[src/rtl/cfs_algn_pkg.sv]
// Shared aligner definitions: RX controller state encoding and the offset/size legality rule.
package cfs_algn_pkg;

  typedef enum logic [1:0] {
    RX_IDLE = 2'd0,
    RX_PUSH = 2'd1,
    RX_RESP = 2'd2
  } rx_state_t;

  // A transfer is legal when it is non-empty, fits in the word and is aligned to its own size
  function automatic logic algn_is_legal(input int unsigned offset,
                                         input int unsigned size,
                                         input int unsigned nb);
    if (size == 0) return 1'b0;
    if (offset + size > nb) return 1'b0;
    return ((nb + offset) % size) == 0;
  endfunction

endpackage

[src/rtl/cfs_sat_counter.sv]
// Saturating up-counter with a synchronous clear that takes priority over increment.
module cfs_sat_counter #(
  parameter int unsigned WIDTH = 8
) (
  input  logic             pclk,
  input  logic             presetn,
  input  logic             inc,
  input  logic             clr,
  output logic [WIDTH-1:0] cnt,
  output logic             at_max
);

  localparam logic [WIDTH-1:0] CNT_MAX = '1;

  always_ff @(posedge pclk or negedge presetn) begin
    if (!presetn) begin
      cnt <= '0;
    end else if (clr) begin
      cnt <= '0;
    end else if (inc && (cnt != CNT_MAX)) begin
      cnt <= cnt + WIDTH'(1);
    end
  end

  assign at_max = (cnt == CNT_MAX);

endmodule

[src/rtl/cfs_rx_ctrl.sv]
// Aligner RX front-end: captures MD RX transfers, pushes legal ones into the RX FIFO and
// answers illegal ones with an error while counting them as drops.
module cfs_rx_ctrl
  import cfs_algn_pkg::*;
#(
  parameter  int unsigned ALGN_DATA_WIDTH       = 32,
  parameter  int unsigned STATUS_CNT_DROP_WIDTH = 8,
  localparam int unsigned DW = ALGN_DATA_WIDTH,
  localparam int unsigned NB = DW / 8,
  localparam int unsigned OW = (DW <= 8) ? 1 : $clog2(NB),
  localparam int unsigned SW = $clog2(NB) + 1,
  localparam int unsigned CW = STATUS_CNT_DROP_WIDTH,
  localparam int unsigned PW = DW + OW + SW
) (
  input  logic          pclk,
  input  logic          presetn,
  input  logic          md_rx_valid,
  input  logic [DW-1:0] md_rx_data,
  input  logic [OW-1:0] md_rx_offset,
  input  logic [SW-1:0] md_rx_size,
  output logic          md_rx_ready,
  output logic          md_rx_err,
  output logic          push_valid,
  output logic [PW-1:0] push_data,
  input  logic          push_ready,
  input  logic          ctrl_clr,
  output logic [CW-1:0] status_cnt_drop,
  output logic          max_drop
);

  rx_state_t     state_q;
  rx_state_t     state_d;
  logic [DW-1:0] data_q;
  logic [OW-1:0] offset_q;
  logic [SW-1:0] size_q;
  logic          cap_en;
  logic          drop_inc;
  logic          legal_c;
  logic          ready_d;
  logic          err_d;

  // Legality is judged on the values being captured so the decision lands on the capture edge
  assign legal_c = algn_is_legal(32'(md_rx_offset), 32'(md_rx_size), NB);

  always_ff @(posedge pclk or negedge presetn) begin
    if (!presetn) begin
      state_q <= RX_IDLE;
    end else begin
      state_q <= state_d;
    end
  end

  always_comb begin
    state_d  = state_q;
    cap_en   = 1'b0;
    drop_inc = 1'b0;
    ready_d  = 1'b0;
    err_d    = 1'b0;
    case (state_q)
      RX_IDLE: begin
        if (md_rx_valid) begin
          cap_en = 1'b1;
          if (legal_c) begin
            state_d = RX_PUSH;
          end else begin
            state_d  = RX_RESP;
            drop_inc = 1'b1;
            ready_d  = 1'b1;
            err_d    = 1'b1;
          end
        end
      end
      RX_PUSH: begin
        if (push_ready) begin
          state_d = RX_RESP;
          ready_d = 1'b1;
        end
      end
      RX_RESP: begin
        state_d = RX_IDLE;
      end
      default: begin
        state_d = RX_IDLE;
      end
    endcase
  end

  // Capture registers hold the transfer stable for the whole push/backpressure window
  always_ff @(posedge pclk or negedge presetn) begin
    if (!presetn) begin
      data_q   <= '0;
      offset_q <= '0;
      size_q   <= '0;
    end else if (cap_en) begin
      data_q   <= md_rx_data;
      offset_q <= md_rx_offset;
      size_q   <= md_rx_size;
    end
  end

  always_ff @(posedge pclk or negedge presetn) begin
    if (!presetn) begin
      md_rx_ready <= 1'b0;
      md_rx_err   <= 1'b0;
    end else begin
      md_rx_ready <= ready_d;
      md_rx_err   <= err_d;
    end
  end

  assign push_valid = (state_q == RX_PUSH);
  assign push_data  = {size_q, offset_q, data_q};

  cfs_sat_counter #(
    .WIDTH(CW)
  ) u_drop_cnt (
    .pclk   (pclk),
    .presetn(presetn),
    .inc    (drop_inc),
    .clr    (ctrl_clr),
    .cnt    (status_cnt_drop),
    .at_max (max_drop)
  );

endmodule

[config.mk]
export PLATFORM = sky130hd
export DESIGN_NAME = cfs_rx_ctrl
export DESIGN_NICKNAME = d
export VERILOG_FILES = /design/src/rtl/cfs_algn_pkg.sv /design/src/rtl/cfs_sat_counter.sv /design/src/rtl/cfs_rx_ctrl.sv
export SDC_FILE = /design/constraint.sdc
export NUM_CORES = 1
export LEC_CHECK = 0
export ABC_AREA = 0
export CELL_PAD_IN_SITES_DETAIL_PLACEMENT = 1
export CELL_PAD_IN_SITES_GLOBAL_PLACEMENT = 1
export CORE_MARGIN = 3
export CORE_UTILIZATION = 30
export CTS_CLUSTER_DIAMETER = 120
export DETAILED_ROUTE_END_ITERATION = 12
export PLACE_DENSITY = 0.56
export SETUP_SLACK_MARGIN = 0.2
export SYNTH_ARGS = -nofsm -noshare
export SYNTH_HDL_FRONTEND = slang
export SYNTH_HIERARCHICAL = 1
export SYNTH_SLANG_ARGS = --single-unit
export TNS_END_PERCENT = 10
[constraint.sdc]
create_clock -name pclk -period 3.1 [get_ports pclk]
set_input_delay 0.93 -clock pclk [delete_from_list [all_inputs] [get_ports pclk]]
set_output_delay 0.93 -clock pclk [all_outputs]
set_load 0.01 [all_outputs]
==> results by stage <==
Finish:
- The area growth from synthesis to layout is 73.8%.
- The number of antenna diodes in the final layout is 0.
- In the final layout, the share of cells above drive strength 1 is 46.3%.
- In the final layout, flip-flops and latches occupy 1230 µm².
- In the final design database the tool counted between 5000 and 6000 nets.
- In the final layout, the multi-input gates occupy 23100 µm².
- Leaving out fill and tap cells, the most frequent cells in the layout are sky130_fd_sc_hd__buf_4, sky130_fd_sc_hd__nor2_1, sky130_fd_sc_hd__nand2_1, sky130_fd_sc_hd__a21oi_1, sky130_fd_sc_hd__xnor2_1.
- The most common cell after layout, fill and taps aside is sky130_fd_sc_hd__buf_4.
- The number of filler instances in the final layout is 9576.

Critical path:
- The worst register-to-register path ends at u_drop_cnt/cnt[5].
- The arrival time of the worst setup path is 43.90 ns.
- The gate family responsible for the most delay along the worst path is simple AND/OR/NAND/NOR gates.
- The critical-path cell with the highest stage delay is sky130_fd_sc_hd__or4b_4.
- The most numerous cell type found on the critical path is sky130_fd_sc_hd__ha_4.
- STA classifies the critical path endpoint as a flop.
- The beginning of the worst register-to-register path is state_q[1].
- The critical path buffer and inverter count is 22.
- The delay of the slowest critical-path stage is 0.53 ns.
- Along the worst path, the maximum fanout reaches 8.
- STA classifies the critical path startpoint as a primary input.
- The required time at the endpoint of the critical path is 3.26 ns.
- Setup slack on the worst reg-to-reg path comes out at about 1.3 ns.
- The setup path with the least slack is of type in2reg.
- Measured in cells, the most critical reg-to-reg path has a length of 7.

Clock tree:
- TritonCTS built the clock tree.
- The clock root buffer is sky130_fd_sc_hd__clkbuf_16.
- Counting the buffers created by CTS gives 5.
- The maximum number of buffers from clock root to sink is 2.
- Clock-pin slew was measured on the worst setup and hold paths at 0.07 ns.
- The insertion delay of the later-clocked pin in the worst-skew pair is ~0.29 ns.
- The clock drives 49 sinks.
- In this run the number of H-tree levels came out at 2.
- For this design, the CTS-stage hold fixing added 0 buffers.

Routing:
- After detailed routing, the number of vias per cell comes to 5.64.
- For this run, the detailed router's first-pass iteration total came to 5.
- The number of design rule violations left after detail routing is 0.
- In the final routed layout, each cell accounts on average for just over 20 µm.
- The total detailed-routing wirelength is around 130000 µm.
- The iteration-0 DRC count of the detailed router is 1677.
- The post-route antenna net violation count is 0.
- Summing over every cut layer, the via total after detailed routing is 34200.

Yosys:
- The sequential-to-total area share from yosys stat is between 5 and 6%.
- The number of flops mapped to enable cells by yosys is 0.
- The net count after synthesis is 3420.
- After technology mapping, the gate count stands at 3309.
- After synthesis the cells add up to 23100 µm².
- The post-synthesis sequential element count is 49.
- For this run, asynchronously set or reset flops after synthesis account for 100%.
- The cell taking the most area after synthesis is sky130_fd_sc_hd__xnor2_1.
- The Yosys warning count is 6.
- After synthesis, the largest area contributor takes up under 10% of total cell area.
- The most used flip-flop cell after synthesis is sky130_fd_sc_hd__dfrtp_1.
- Sorting the synthesized cells by area gives the leading types as sky130_fd_sc_hd__xnor2_1, sky130_fd_sc_hd__dfrtp_1, sky130_fd_sc_hd__nor2_1, sky130_fd_sc_hd__nand2_1, sky130_fd_sc_hd__a21oi_1.
- The count of different cell masters after synthesis is between 150 and 200.
- Averaged over all synthesized cells, the footprint is 6.99 µm².

Floorplanning:
- The horizontal die dimension is 284 µm.
- The floorplan die area is about 80000 µm².
- Measured along the y axis, the die boundary spans 284 µm.
- The initial utilization of the core area, before any placement, comes to 30.4%.
- Pin placement for this block handled between 90 and 100 I/O pins.
- The placement row count is 101.
- The floorplan step defined a core boundary enclosing 76200 µm².

Global route:
- The initial antenna violation count was 0.
- The number of global-route vias before repair is 36300.
- Entering global routing, the biggest net connects 50 pins.
- After global routing the overflow that remains totals 0.
- The first global-routing pass estimated 195000 µm of wire.
- The combined global-route utilization of all metal layers is 28.8%.

Min path:
- The depth of the worst hold-timing path is 1.
- The type of the worst min-delay path is reg2reg.
- The start point of the worst hold path is data_q[16].
- The path with the worst hold slack has its endpoint at data_q[16].

Timing:
- Static timing analysis puts the maximum clock frequency at 22.9 MHz.
- The setup-violating endpoint count in the final report is 12.
- The transition at the pin with the smallest max-transition slack is 1.11 ns.
- The worst-case setup margin in the final layout is -40.64 ns.
- The worst hold slack is 0.506 ns.
- The total count of hold-check failures in the final report came to 0.
- The final total negative setup slack is -485.97 ns.
- Of the available clock period, the critical path in the final layout requires 1410%.
- Across the routed clock network, the largest skew measured is 0.00777 ns.
- Headroom to the max-slew limit came out at 25.8%.
- Setup repair after global routing could not meet its margin everywhere.
- The shortest period the worst path allows is 43.74 ns.
- The final number of max-transition violations is 0.

Place:
- The detailed-placement wirelength estimate is 104000 µm.
- At the end of routability-driven placement, the weighted congestion stood at 0.957.
- The number of port buffers is 90.

Outcome:
- The checks that failed: setup timing.
- The flow ran to the end, but the final reports show violations.

Flow run:
- The tool flagged a number of max-cap violations equal to 0.
[per-stage QoR]
step / setup slack (ns) / util (%) / std cells / instance area [µm²]
floorplan: -44.54 / - / 3309 / 24300
global placement: -40.77 / 50.0 / 5946 / 38100
detailed placement: -42.93 / 50.0 / 5946 / 38100
CTS: -41.57 / 50.6 / 5976 / 38600
global route: -42.68 / 52.8 / 6064 / 40200
finish: -40.64 / 52.8 / 6064 / 40200
[sequential cells by signal, summed over array words and instances (netlist names)]
name,count
data_q,32
u_drop_cnt/cnt,8
size_q,3
offset_q,2
state_q,2
md_rx_err,1
md_rx_ready,1
[how the worst max path moves through the flow]
stage	startpoint	end	slack (ns)	cells after the start
after floorplan	md_rx_size[1]	u_drop_cnt/cnt[3]	-44.54	259
after global placement	md_rx_size[1]	u_drop_cnt/cnt[6]	-40.77	230
after detailed placement	md_rx_size[1]	u_drop_cnt/cnt[6]	-42.93	233
after CTS	md_rx_size[1]	u_drop_cnt/cnt[6]	-41.57	243
after global routing	md_rx_size[1]	u_drop_cnt/cnt[7]	-42.68	237
final	md_rx_size[1]	u_drop_cnt/cnt[6]	-40.64	236
[area by class of cell]
| cell class | instances | share of cell area (%) |
|---|---|---|
| repair buffers | 1860 | 35.5 |
| clock buffers | 7 | 0.355 |
| flip-flops and latches | 49 | 3.05 |
| multi-input cells | 3069 | 57.4 |
| inverters | 48 | 0.464 |
| well taps | 1030 | 3.21 |
| clock inverters | 1 | 0.0747 |
[repair_timing]
action	4_1_cts	5_1_grt
pin swaps	11	162
setup buffers	22	88
gates resized for setup	35	199
endpoints found under the setup margin	12	12
[cell usage after synthesis, drive strengths merged, types with 27 or more instances]
| cell type | instances |
|---|---|
| a2111oi | 32 |
| a211oi | 72 |
| a21boi | 28 |
| a21o | 45 |
| a21oi | 212 |
| a31oi | 59 |
| and2 | 87 |
| and3 | 51 |
| and4 | 31 |
| buf | 81 |
| clkbuf | 61 |
| dfrtp | 49 |
| ha | 67 |
| inv | 47 |
| mux2 | 71 |
| mux2i | 58 |
| nand2 | 287 |
| nand2b | 53 |
| nand3 | 145 |
| nand4 | 85 |
| nor2 | 319 |
| nor2b | 34 |
| nor3 | 142 |
| nor4 | 57 |
| o211ai | 49 |
| o21a | 41 |
| o21ai | 191 |
| o22ai | 27 |
| o31ai | 42 |
| or2 | 52 |
| or3 | 47 |
| xnor2 | 166 |
| xor2 | 106 |
[metal layers]
layer / up-vias / global-route usage (%) / part of all wire [%]
met5: - / 0 / 0
li1: 16300 / - / -
met3: 220 / 1.88 / 2.6
met2: 637 / 54.4 / 51
met1: 17000 / 35.6 / 44
met4: 0 / 6.46 / 2.8
[kinds of logic (layout without fill, tap and decap cells)]
kind of cell	after synthesis	after routing	synth area share, %
buffers and inverters	191	1916	3.95
AND/OR/NAND/NOR	1499	1499	35.5
adder cells (fa/ha/maj)	69	69	3.80
XOR/XNOR	272	272	10.5
flip-flops	49	49	5.30
multiplexers	129	129	6.08
other	1	1	0.0162
AO/OA/AOI/OAI	1099	1099	34.8
Power is not shown: default switching activity piles up to over one toggle a cycle in this logic, so the estimate is an artifact.
